**src/rtl/instr_fetch_unit.sv**
```systemverilog
// rtl/instr_fetch_unit.sv - instruction fetch initiator with output queue
//
// Purpose: issues word-aligned fetch addresses to a synchronous-read
// instruction memory, tracks the single in-flight read, queues returned
// words and hands {pc, instruction} to decode over valid/ready. Redirects
// flush both the queue and the in-flight read.
//
// Ports:
//   clk, rst_n          clock (rising edge), asynchronous active-low reset
//   imem_addr           fetch byte address (memory uses addr[31:2])
//   imem_rdata          read data, valid the cycle after imem_addr issued
//   redirect_valid/_pc  branch/jump taken this cycle and its target
//   inst_valid/_ready   head-of-queue handshake to decode
//   inst_data/_pc       head instruction word and its byte address
//   fetch_misaligned    sticky misaligned-redirect flag
//
// Optional feature: FETCH_MISALIGN_TRAP_EN. When defined, a redirect to a
// non-word-aligned target raises fetch_misaligned and stalls fetch until an
// aligned redirect arrives. When undefined, the low target bits are dropped
// and fetch_misaligned is tied low.

module instr_fetch_unit #(
  parameter logic [31:0] RESET_PC = 32'h0000_0000,
  parameter int          DEPTH    = 2
) (
  input  logic        clk,
  input  logic        rst_n,
  output logic [31:0] imem_addr,
  input  logic [31:0] imem_rdata,
  input  logic        redirect_valid,
  input  logic [31:0] redirect_pc,
  output logic        inst_valid,
  input  logic        inst_ready,
  output logic [31:0] inst_data,
  output logic [31:0] inst_pc,
  output logic        fetch_misaligned
);

  localparam int         PW      = (DEPTH > 2) ? 2 : 1;
  localparam logic [3:0] DEPTH_W = 4'(DEPTH);

  logic [31:0]   pc_fetch;
  logic [31:0]   flight_pc;
  logic          inflight;
  logic [31:0]   q_pc   [DEPTH];
  logic [31:0]   q_data [DEPTH];
  logic [PW-1:0] head;
  logic [PW-1:0] tail;
  logic [2:0]    count;
  logic          misaligned;

  logic          fire;
  logic          push;
  logic          issue;
  logic [3:0]    demand;

  function automatic logic [PW-1:0] ptr_inc(input logic [PW-1:0] p);
    return (p == PW'(DEPTH - 1)) ? '0 : p + 1'b1;
  endfunction

  // The memory re-reads pc_fetch every cycle; only issue decides whether the
  // returned word is kept.
  assign imem_addr  = pc_fetch;
  assign inst_valid = (count != 3'd0);
  assign inst_data  = q_data[head];
  assign inst_pc    = q_pc[head];

  assign fire = inst_valid & inst_ready;
  assign push = inflight & ~redirect_valid;

  // Slots already spoken for: queued words plus the word still in flight,
  // less the one leaving this cycle. Issue only if a slot remains, so the
  // queue can never overflow.
  assign demand = {1'b0, count} + {3'b000, inflight} - {3'b000, fire};
  assign issue  = ~redirect_valid & ~misaligned & (demand < DEPTH_W);

  always_ff @(posedge clk or negedge rst_n) begin
    if (!rst_n) begin
      pc_fetch  <= RESET_PC;
      flight_pc <= '0;
      inflight  <= 1'b0;
      head      <= '0;
      tail      <= '0;
      count     <= '0;
      for (int i = 0; i < DEPTH; i++) begin
        q_pc[i]   <= '0;
        q_data[i] <= '0;
      end
    end else if (redirect_valid) begin
      // Flush wins over everything; a same-cycle fire has already been
      // consumed by decode, so dropping the head here loses nothing.
      pc_fetch <= {redirect_pc[31:2], 2'b00};
      inflight <= 1'b0;
      head     <= '0;
      tail     <= '0;
      count    <= '0;
    end else begin
      inflight <= issue;
      if (issue) begin
        pc_fetch  <= pc_fetch + 32'd4;
        flight_pc <= pc_fetch;
      end
      if (push) begin
        q_pc[tail]   <= flight_pc;
        q_data[tail] <= imem_rdata;
        tail         <= ptr_inc(tail);
      end
      if (fire) begin
        head <= ptr_inc(head);
      end
      count <= count + {2'b00, push} - {2'b00, fire};
    end
  end

`ifdef FETCH_MISALIGN_TRAP_EN
  // Sticky until the next redirect; only an aligned target clears it.
  always_ff @(posedge clk or negedge rst_n) begin
    if (!rst_n) begin
      misaligned <= 1'b0;
    end else if (redirect_valid) begin
      misaligned <= |redirect_pc[1:0];
    end
  end
`else
  logic unused_redirect_low;
  assign unused_redirect_low = ^redirect_pc[1:0];
  assign misaligned          = 1'b0;
`endif

  assign fetch_misaligned = misaligned;

endmodule

```
**config.mk**
```make
export PLATFORM = sky130hd
export DESIGN_NAME = instr_fetch_unit
export DESIGN_NICKNAME = d
export VERILOG_FILES = /design/src/rtl/instr_fetch_unit.sv
export SDC_FILE = /design/constraint.sdc
export NUM_CORES = 1
export LEC_CHECK = 0
export BUFFER_PORTS_ARGS = -buffer_cell sky130_fd_sc_hd__buf_2
export CORE_ASPECT_RATIO = 1.4
export CORE_MARGIN = 5
export CORE_UTILIZATION = 50
export CTS_CLUSTER_SIZE = 8
export DETAILED_ROUTE_END_ITERATION = 10
export PLACE_DENSITY_LB_ADDON = 0.2
export SYNTH_ARGS = -nofsm -noshare
export SYNTH_HDL_FRONTEND = slang
export SYNTH_SLANG_ARGS = --single-unit
```
**constraint.sdc**
```tcl
create_clock -name clk -period 3.4 [get_ports clk]
set_input_delay 0.34 -clock clk [delete_from_list [all_inputs] [get_ports clk]]
set_output_delay 0.34 -clock clk [all_outputs]
set_load 0.02 [all_outputs]
```
==> reports/results.env, run 1 <==
PORT_BUFFERS=158
DP_CELLS=1006
VIOLATIONS='negative hold slack'
CELL_TAKING_THE_MOST_AREA_AFTER_SYNTHESIS='dfrtp_1'
SYNTHESIS.AREA_PER_INSTANCE_UM2=13.8
CLOCK_PATH_BUFFERS=2
TIMING.CRITICAL_PATH.CELLS='inv_2, nand3_4, and2_4, ha_4, nand2b_4, fa_2, inv_1, or3b_1, or4_4, or4_1, a31oi_1'
WORSTSETUPENDPOINTTYPE='flop'
AVGROUTEDWIREPERCELL_UM=18.4
GRT_REMAINING_OVERFLOW=0
CRIT_PATH_MAX_FANOUT=5
ASYNC_RESET_FF_SHARE_PCT=100
FINAL-MAX-SLEW-VIOLATION-COUNT=0
FLOORPLAN.ROWS=57
DPL.HPWL_MM=13.3
FMAX_GHz=0.299
LAYOUT_SETUP_WS_NS=0.0575
DRT_ITER0_DRC=254
POST_ROUTE_CELLS_DRIVE_ABOVE_1_SHARE_PCT=56.7
REG2REG_DEPTH=11
FINAL_UTIL_PCT=61.1
MASTER_CELL_OF_THE_CLOCK_ROOT_BUFFER='clkbuf_16'
FINISH.NET_COUNT=875
POWER.IR.VDD_WORST_uV=561
FIN_SKEW_NS=0.0108
CLOCK_TREE_FROM_TRITONCTS='done'
HOLD-WORST-SLACK_NS=-0.0188
DIODES=0
EFFECTIVE_UTILIZATION_AT_FLOORPLAN_PCT=50.3
WORSTREG2REGSTART='count[2]'
WORST-ENDPOINT-ARRIVAL_NS=3.69
CTS.CLK_SLEW.WORST_PATHS_NS=0.07
CTS_INSERTED_BUFFERS=17
TIMING_HOLD_VIOLATIONS_FINAL=4
GPL.FINAL_WEIGHTED_CONGESTION=0.811
YS_DOMINANT_REG_CELL='dfrtp_1'
KIND_OF_LAUNCH_POINT_OF_THE_WORST_SETUP_PATH='flop'
WORST_R2R_ENDPOINT='imem_addr[26]'
POWER.DENSITY_nW_PER_UM2=935
LARGEST_NET_DEGREE_AT_THE_START_OF_GLOBAL_ROUTING=103
TOTAL_POWER_mW=9.82
CPMAXSTAGEDELAYCELL='or4_4'
SLEW_HEADROOM_PCT=44.1
MAX_STAGE_DELAY_NS=0.57
ROUTED_WL_MM=19.2
YOSYSUNIQUECELLTYPES=38
FIRST_GLOBAL_VIAS=6114
CTS.HOLD.BUFFERS_ADDED=0
TRACK_USAGE_PCT=19.7
MIN-DELAY-PATH-CLASS='input port to async pin'
VIAS_PER_CELL=5.43
DETAILED_ROUTE_DRC_ERROR_COUNT=0
DETAIL-ROUTE-ANTENNA-NETS=0
FF2FF_SETUP_SLACK_NS=0.06
FINAL.MIN_CLOCK_PERIOD_NS=3.34
DRT_PRE_ANTENNA_ITERS=4
CLOCK_SINKS=190
IOPINCOUNT=166
CELLLEAKAGEPOWER_nW=4.92
PATH_DELAY_FAMILY='simple AND/OR/NAND/NOR gates'
DRV_CAP=0
CORE_AREA_UM2=17200
NUM_VIAS=5684
CRITICAL_PATH_BUF_INV_COUNT=2
RSZ0062_AT_GRT='true'
ANTENNA_FOUND_INITIAL=0
WORST-SLEW-PIN-TRANSITION_NS=0.838
COUNT_OF_FLIP_FLOPS_WITH_A_BUILT_IN_ENABLE_AFTER_SYNTHESIS=0
FLOORPLAN.DIE_AREA_UM2=20100
PRECTSSETUPSLACK_NS=-0.0330
CRITICAL_PATH_RT_NS=3.75
YOSYS_REGISTER_BITS=190
DIEWIDTH_UM=121
NETLIST_AREA_UM2=8640
TIMING.SETUP.TNS_NS=0
FLOORPLAN.DIE.HEIGHT_UM=166
FINISH.CELL_COUNT_WITHOUT_FILLERS=1047
CRITICALPATHCATEGORY='flop to flop'
CLK_LATENCY_NS=0.43
LAYOUT_WORST_PATH_CYCLE_SHARE_PCT=98.3
SYNTH_TOP_AREA_CELLS='dfrtp_1, mux2_2, xnor2_1'
OUTCOME='finished, violations left'
SYNTH_SEQ_AREA_SHARE_PCT=55.0
SETUP_VIOL_COUNT_FINAL=0
GRT_FIRST_PASS_WIRELENGTH_MM=31.1
SYNTHESIS.INSTANCES=628
SYNTH_TOP_CELL_AREA_SHARE_PCT=55.0
AREA.GROWTH.SYNTH_TO_FINAL_PCT=21.4
SYNTH_WARNINGS=0
CTS_MAX_LEVEL=4
worst max-delay path by stage:
stage / startpoint / to / slack, ns / depth (start not counted)
2_1_floorplan: count[1] / imem_addr[30] / 0.06 / 12
3_3_place_gp: count[2] / imem_addr[30] / 0.05 / 11
3_5_place_dp: count[2] / imem_addr[30] / -0.03 / 11
4_1_cts: count[2] / imem_addr[19] / 0.05 / 13
5_1_grt: count[1] / imem_addr[26] / -0.05 / 11
6_report: count[2] / imem_addr[26] / 0.06 / 11
cell usage in the layout, fill, tap and decap left out, types with 4 or more instances in the layout:
cell / count
nand2_1: 24
o21ai_0: 11
dfrtp_1: 189
buf_12: 4
xnor2_1: 16
a2111oi_0: 7
conb_1: 5
nor2_1: 6
a211oi_1: 6
ha_1: 5
buf_2: 157
xor2_1: 13
clkbuf_16: 17
inv_1: 11
clkinvlp_4: 4
nand3_1: 8
buf_4: 21
nand4_1: 8
mux2_2: 231
and4_1: 5
nor4_1: 6
timing repair:
item                                   in CTS  in global routing
endpoints found under the hold margin       0                  0
gates resized for setup                     1                  8
setup endpoints to repair                   2                 30
buffers inserted                            0                 10
pin swaps                                   0                  7
registers in the layout (all words and copies together) (netlist names):
register   flops
flight_pc     30
count          3
inflight       1
q_pc          60
head           1
tail           1
q_data        64
imem_addr     30
metal layers:
metal | part of all wire (%) | up-vias | track usage [%]
li1 | - | 2607 | -
met1 | 39 | 2884 | 23.6
met5 | 0 | - | 0
met2 | 54 | 166 | 35.2
met4 | 1.6 | 0 | 6.44
met3 | 5.4 | 27 | 4.29
cells in the mapped netlist, drive strengths merged (3+ instances only):
master and n:
nor3 3, mux2 231, nand4 8, and4 5, nand3 10, a211oi 6, a21oi 4, o21ai 11
clkbuf 28, nor2 7, a2111oi 11, xnor2 16, buf 8, ha 6, nand2 24, xor2 14
inv 14, or4 3, nor4 6, dfrtp 190
cell type report:
type / count / area, um^2
multi-input cells: 392 / 3790
clock buffers: 19 / 443
fillers: 1381 / 6690
inverters: 14 / 52.6
clock inverters: 12 / 114
well taps: 236 / 295
repair buffers: 184 / 1050
flip-flops and latches: 190 / 4760
kinds of logic (layout without fill, tap and decap cells):
kind of cell	after synthesis	in the layout	share of synthesized area, %
mux	232	232	30.2
flops	190	190	55.0
simple gates	77	77	4.78
buf+inv	50	229	2.40
compound gates	40	40	3.20
xor+xnor	30	30	3.04
fa+ha+maj	8	8	1.33
other cells	1	5	0.0434
stage by stage:
stage,hold slack (ns),area (um^2)
after floorplan,0.0444,8700
after global placement,0.474,9830
after detailed placement,0.488,9830
after CTS,0.0325,10400
after global routing,0.0435,10500
final,-0.0188,10500
power breakdown:
group | internal, mW | total, mW | switching, mW
Clock | 1.03 | 1.88 | 0.853
Sequential | 3.17 | 3.75 | 0.576
Combinational | 2.07 | 4.18 | 2.11
Note: power is estimated with default switching activity, not from simulation.
==> run 2, diff against run 1 <==
- CORE_UTILIZATION: 50 -> 60
- clock period: 3.4 -> 4.2 ns (I/O delays scaled with it)
==> reports/results.env, run 2 (synthesis results as in run 1) <==
AVGROUTEDWIREPERCELL_UM=18.7  # +1.9%
FINAL-MAX-SLEW-VIOLATION-COUNT=0  # unchanged
ANTENNA_FOUND_INITIAL=0  # unchanged
CELLLEAKAGEPOWER_nW=4.85  # -1.5%
FIRST_GLOBAL_VIAS=6175  # +1.0%
FINAL.MIN_CLOCK_PERIOD_NS=3.89  # +0.543 ns
MOST-COMMON-LAYOUT-CELLS='mux2_2, dfrtp_1, buf_2'
WORST-SLEW-PIN-TRANSITION_NS=1.01  # +0.175 ns
FIN_SKEW_NS=0.00675  # -0.00405 ns
CTS.CLK_SLEW.WORST_PATHS_NS=0.07  # about the same
TIMING.SETUP.TNS_NS=0  # unchanged
DPL.HPWL_MM=12.8  # -3.5%
TOP_REGS='q_data: 64 flops, q_pc: 60 flops'
CTS_MAX_LEVEL=4  # unchanged
DRV_CAP=0  # unchanged
RSZ0062_AT_GRT='false'
CORE_AREA_UM2=14300  # -17%
WORSTSETUPENDPOINTTYPE='flop'
MIN-DELAY-PATH-CLASS='input port to async pin'
DETAILED_ROUTE_DRC_ERROR_COUNT=0  # unchanged
CLK_LATENCY_NS=0.42  # about the same
POWER.DENSITY_nW_PER_UM2=757  # -19%
MOST_COMMON_LIBRARY_CELL_IN_THE_LAYOUT_IGNORING_FILL_AND_TAPS='mux2_2'
NUM_VIAS=5601  # -1.5%
SLEW_HEADROOM_PCT=32.5  # -12 points
KIND_OF_LAUNCH_POINT_OF_THE_WORST_SETUP_PATH='flop'
TRACK_USAGE_PCT=22.8  # +3.1 points
DETAIL-ROUTE-ANTENNA-NETS=0  # unchanged
FLOORPLAN.ROWS=52  # -8.8%
AREA.GROWTH.SYNTH_TO_FINAL_PCT=18.8
VIAS_PER_CELL=5.67  # +4.4%
FLOORPLAN.DIE.HEIGHT_UM=152  # -8.2%
CRITICAL_PATH_RT_NS=4.52  # +0.77 ns
CRITICAL_PATH.MOST_COMMON_CELL='or4_1'
REGISTER_BANK_WITH_THE_MOST_FLOPS='q_data'
OUTCOME='finished clean'
SETUP_VIOL_COUNT_FINAL=0  # unchanged
IOPINCOUNT=166  # unchanged
POWER.IR.VDD_WORST_uV=582  # +3.7%
FLOORPLAN.DIE_AREA_UM2=16900  # -16%
FILLERS=1021  # -26%
CLOCK_TREE_FROM_TRITONCTS='done'
LAYOUT_WORST_PATH_CYCLE_SHARE_PCT=92.5  # -5.8 points
PORT_BUFFERS=158  # unchanged
GRT_REMAINING_OVERFLOW=0  # unchanged
CRITICALPATHCATEGORY='flop to flop'
CLOCK_SINKS=190  # unchanged
TIMING_HOLD_VIOLATIONS_FINAL=0  # -4
CTS.HOLD.BUFFERS_ADDED=0  # unchanged
EFFECTIVE_UTILIZATION_AT_FLOORPLAN_PCT=60.4  # +10 points
CPMAXSTAGEDELAYCELL='or4_1'
WORST-ENDPOINT-ARRIVAL_NS=4.21  # +0.52 ns
GRT_FIRST_PASS_WIRELENGTH_MM=31.5  # +1.3%
DRT_PRE_ANTENNA_ITERS=4  # unchanged
CTS_INSERTED_BUFFERS=17  # unchanged
TIMING.CRITICAL_PATH.CELLS='inv_1, nand3_1, and2_1, ha_1, nand2b_1, fa_1, xor2_1, or3b_1, or4_1, or4_1, a31oi_1'
DRT_ITER0_DRC=253  # -0.39%
GPL.FINAL_WEIGHTED_CONGESTION=0.843  # +3.9%
LARGEST_NET_DEGREE_AT_THE_START_OF_GLOBAL_ROUTING=127  # +23%
MAX_STAGE_DELAY_NS=0.68  # +0.11 ns
TOTAL_POWER_mW=7.77  # -21%
DIODES=0  # unchanged
FINAL-SEQ-AREA_UM2=4760  # unchanged
CTS-RESIZED-GATES=0  # -1
DIEWIDTH_UM=111  # -8.0%
MASTER_CELL_OF_THE_CLOCK_ROOT_BUFFER='clkbuf_16'
LARGEST_REGISTER_FFS=64  # unchanged
ROUTED_WL_MM=18.5  # -3.8%
CLOCK_PATH_BUFFERS=2  # unchanged
FMAX_GHz=0.257  # -14%
POST_ROUTE_CELLS_DRIVE_ABOVE_1_SHARE_PCT=54.6  # -2.2 points
CTS.REPAIR_TIMING.SETUP_BUFFER_COUNT=0  # unchanged
FINISH.NET_COUNT=862  # -1.5%
MULTI_INPUT_COMB_AREA_UM2=3730  # -1.6%
CRIT_PATH_MAX_FANOUT=7  # +2
-- run 2: changes by cell type in the layout (fill, tap and decap cells not counted), moves of 2 or more --
cell,previous run,this run
inv_2,3,0
a2111oi_0,7,11
clkinvlp_4,4,2
a2111oi_1,3,0
inv_1,11,14
buf_4,21,10
inv_6,2,4
-- run 2: per-layer routing --
layer / GRT usage [%] / share of wire [%] / vias up
met1: 29.5 / 42 / 2859
met2: 38.7 / 52 / 159
met3: 5.45 / 5.1 / 17
met4: 6.14 / 1.4 / 0
li1: - / - / 2566
met5: 0 / 0 / -
-- run 2: critical path, delay by kind of cell (launching register included) --
kind | cells | cell delay, ns
AO/OA/AOI/OAI | 1 | 0.22
XOR/XNOR | 1 | 0.31
adder cells (fa/ha/maj) | 2 | 0.70
buffers and inverters | 1 | 0.14
flip-flops | 1 | 0.42
AND/OR/NAND/NOR | 6 | 2.00
-- run 2: path summary, 6_finish.rpt --
path	cells past startpoint	end	slack [ns]	startpoint
worst max-delay path	11	imem_addr[26]	0.31	count[1]
worst min-delay path	1	q_data[23]	0.11	rst_n
worst max register to register	11	imem_addr[26]	0.31	count[1]
worst min register to register	1	q_data[18]	0.50	q_data[18]
max in group asynchronous	2	head	3.11	rst_n
min in group clk	3	imem_addr[8]	0.21	redirect_pc[8]
-- run 2: report_power, final --
part	switching (mW)	leakage (nW)	total [mW]	internal [mW]
Sequential	0.495	2.40	3.06	2.57
Combinational	1.62	2.18	3.18	1.55
Clock	0.698	0.271	1.53	0.832
Total	2.82	4.85	7.77	4.96
-- run 2: through the flow --
stage	worst slack (ns)	hold slack [ns]	utilization [%]	instances	cell area, um^2
floorplan	0.568	0.124	-	632	8660
global placement	0.544	0.480	67.8	956	9710
detailed placement	0.390	0.487	67.8	956	9710
CTS	0.383	0.182	71.8	988	10300
global route	0.245	0.205	71.8	988	10300
finish	0.315	0.113	71.8	988	10300
-- run 2: final cells by class --
class                      count  area share [%]
clock inverter                13            1.28
clock buffer                  19            4.21
multi-input combinational    392            36.3
tap                          189            2.30
sequential                   190            46.3
inverter                      14           0.512
timing repair buffer         171            9.10
==> run 3, diff against run 2 <==
- CELL_PAD_IN_SITES_DETAIL_PLACEMENT: default -> 0
- CELL_PAD_IN_SITES_GLOBAL_PLACEMENT: default -> 1
- CORE_UTILIZATION: 60 -> 36
==> reports/results.env, run 3 (synthesis results as in run 1) <==
AVGROUTEDWIREPERCELL_UM=18.6  # -0.63%
TRACK_USAGE_PCT=15.6  # -7.2 points
CTS-RESIZED-GATES=0  # unchanged
DRV_CAP=0  # unchanged
DPL.HPWL_MM=14.1  # +9.4%
ANTENNA_FOUND_INITIAL=1  # +1
MET2_WIRELENGTH_MM=10.5  # +10%
CTS.CLK_SLEW.WORST_PATHS_NS=0.07  # about the same
CLK_LATENCY_NS=0.42  # about the same
FINAL-MAX-SLEW-VIOLATION-COUNT=0  # unchanged
DRT_PRE_ANTENNA_ITERS=6  # +2
AREA.GROWTH.SYNTH_TO_FINAL_PCT=19.9
MASTER_CELL_OF_THE_CLOCK_ROOT_BUFFER='clkbuf_16'
FINAL.MIN_CLOCK_PERIOD_NS=3.79  # -0.0902 ns
FINISH.NET_COUNT=858  # -0.46%
GPL.FINAL_WEIGHTED_CONGESTION=0.801  # -4.9%
DETAILED_ROUTE_DRC_ERROR_COUNT=0  # unchanged
CELLLEAKAGEPOWER_nW=4.81  # -0.74%
CTS_MAX_LEVEL=4  # unchanged
SHARE_CLK_OF_TOTAL_POWER_PCT=19.5  # -0.2 points
TOTAL_SWITCHING_POWER_mW=2.81  # -0.35%
POWER.DENSITY_nW_PER_UM2=751  # -0.78%
GRT_REMAINING_OVERFLOW=0  # unchanged
SETUP_VIOL_COUNT_FINAL=0  # unchanged
TOP_REGS='q_data: 64 flops, q_pc: 60 flops'
PLACE_AREA_UM2=9820  # +1.1%
CLOCK_SINKS=190  # unchanged
MOST-COMMON-LAYOUT-CELLS='mux2_2, dfrtp_1, buf_2'
CTS.REPAIR_TIMING.SETUP_BUFFER_COUNT=0  # unchanged
COMBINATIONAL_POWER_SHARE_PCT=40.5  # -0.4 points
DRT_ITER0_DRC=185  # -27%
EFFECTIVE_UTILIZATION_AT_FLOORPLAN_PCT=36.3  # -24 points
NUM_VIAS=5563  # -0.68%
OUTCOME='finished clean'
FINISH.CELL_COUNT_WITHOUT_FILLERS=1103  # +12%
PORT_BUFFERS=158  # unchanged
ROUTED.TOP_LAYER='met5'
TIMING.SETUP.TNS_NS=0  # unchanged
CTS_INSERTED_BUFFERS=17  # unchanged
GRT_FIRST_PASS_WIRELENGTH_MM=33.9  # +7.6%
SLEW_HEADROOM_PCT=28.2  # -4.3 points
FLOORPLAN.ROWS=67  # +29%
DP_CELLS=1073  # +12%
DESIGN_AREA_FINAL_UM2=10400  # +0.94%
VIAS_PER_CELL=5.04  # -11%
CLOCK_PATH_BUFFERS=2  # unchanged
IOPINCOUNT=166  # unchanged
LARGEST_NET_DEGREE_AT_THE_START_OF_GLOBAL_ROUTING=104  # -18%
CORE_AREA_UM2=23800  # +66%
POWER.IR.VDD_WORST_uV=328  # -44%
MET3_WIRELENGTH_UM=935  # -1.3%
SWITCHING_SHARE_PCT=36.1  # -0.18 points
WORST-ENDPOINT-ARRIVAL_NS=4.13  # -0.08 ns
POST_ROUTE_CELLS_DRIVE_ABOVE_1_SHARE_PCT=54.2  # -0.34 points
WORSTSETUPENDPOINTTYPE='flop'
FIN_SKEW_NS=0.00740  # +0.000648 ns
CRITICALPATHCATEGORY='flop to flop'
FLOORPLAN.DIE_AREA_UM2=27300  # +61%
LARGEST_REGISTER_FFS=64  # unchanged
CLOCK_TREE_FROM_TRITONCTS='done'
CRIT_PATH_MAX_FANOUT=7  # unchanged
TOTAL_POWER_mW=7.78  # +0.15%
FMAX_GHz=0.264  # +2.4%
KIND_OF_LAUNCH_POINT_OF_THE_WORST_SETUP_PATH='flop'
TIMING_HOLD_VIOLATIONS_FINAL=0  # unchanged
ROUTED_WL_MM=20.5  # +11%
DIEWIDTH_UM=141  # +26%
RSZ0062_AT_GRT='false'
POWER_FRAC_SEQ_PCT=40.0  # +0.6 points
REGISTER_BANK_WITH_THE_MOST_FLOPS='q_data'
CRITICAL_PATH_RT_NS=4.54  # +0.02 ns
LAYOUT_WORST_PATH_CYCLE_SHARE_PCT=90.4  # -2.1 points
CTS.HOLD.BUFFERS_ADDED=0  # unchanged
MOST_COMMON_LIBRARY_CELL_IN_THE_LAYOUT_IGNORING_FILL_AND_TAPS='mux2_2'
INTERNAL-POWER_mW=4.98  # +0.43%
MET1_LENGTH_MM=8.80  # +14%
DETAIL-ROUTE-ANTENNA-NETS=0  # unchanged
FLOORPLAN.DIE.HEIGHT_UM=193  # +27%
FIRST_GLOBAL_VIAS=6335  # +2.6%
MIN-DELAY-PATH-CLASS='input port to async pin'
DIODES=0  # unchanged
WORST-SLEW-PIN-TRANSITION_NS=1.08  # +0.0639 ns
run 3: cell count changes in the layout (fill, tap and decap cells not counted):
cell and delta:
inv_6 -3, inv_8 -1, dfrtp_4 +1, clkinvlp_4 +1
clkinv_2 +1, buf_4 -3, dfrtp_2 -1, clkbuf_8 +2
clkinv_4 -2, buf_12 -1
run 3: layout make-up:
| cell class | count | area [um^2] |
|---|---|---|
| clock inverter | 9 | 88.8 |
| tap | 310 | 388 |
| clock buffer | 21 | 460 |
| inverter | 14 | 52.6 |
| timing repair buffer | 167 | 892 |
| multi-input combinational | 392 | 3730 |
| sequential | 190 | 4760 |
| fill | 2233 | 13400 |
run 3: metal layers:
layer / global-route usage, % / vias up
met4: 4.60 / 2
met5: 0 / -
met3: 3.73 / 13
met2: 27.4 / 119
met1: 19.0 / 2857
li1: - / 2572
run 3: stage by stage:
step           worst slack, ns  util, %  hold slack, ns
3_5_place_dp             0.399     41.2           0.487
6_report                 0.405     43.6          0.0982
2_1_floorplan            0.568        -           0.124
3_3_place_gp             0.482     41.2           0.481
4_1_cts                  0.356     43.6           0.128
5_1_grt                  0.193     43.6           0.155
run 3: final timing paths:
path                                start            end  slack (ns)  cells after the start
max                              count[1]  imem_addr[26]        0.41                     11
min                                 rst_n     q_data[62]         0.1                      1
max reg2reg                      count[1]  imem_addr[26]        0.41                     11
min reg2reg                    q_data[30]     q_data[30]        0.50                      1
max in group asynchronous           rst_n     q_data[39]        2.96                      2
min in group clk           redirect_pc[4]   imem_addr[4]        0.21                      3
run 3: power by group through the flow:
stage | clock (mW) | combinational, mW | sequential [mW]
5_1_grt | 1.64 | 3.43 | 3.23
6_report | 1.51 | 3.15 | 3.12
3_3_place_gp | 0 | 3.15 | 3.11
3_5_place_dp | 0 | 3.21 | 3.17
2_1_floorplan | 0 | 2.33 | 2.93
4_1_cts | 1.58 | 3.22 | 3.13
run 3: critical path, stage by stage (launching register included):
cell      delay [ns]
dfrtp_1         0.42
inv_1           0.14
nand3_1         0.10
and2_1          0.21
ha_1            0.31
nand2b_1        0.16
fa_1            0.38
xor2_1          0.33
or3b_1          0.37
or4_1           0.65
or4_1           0.46
a31oi_1         0.19
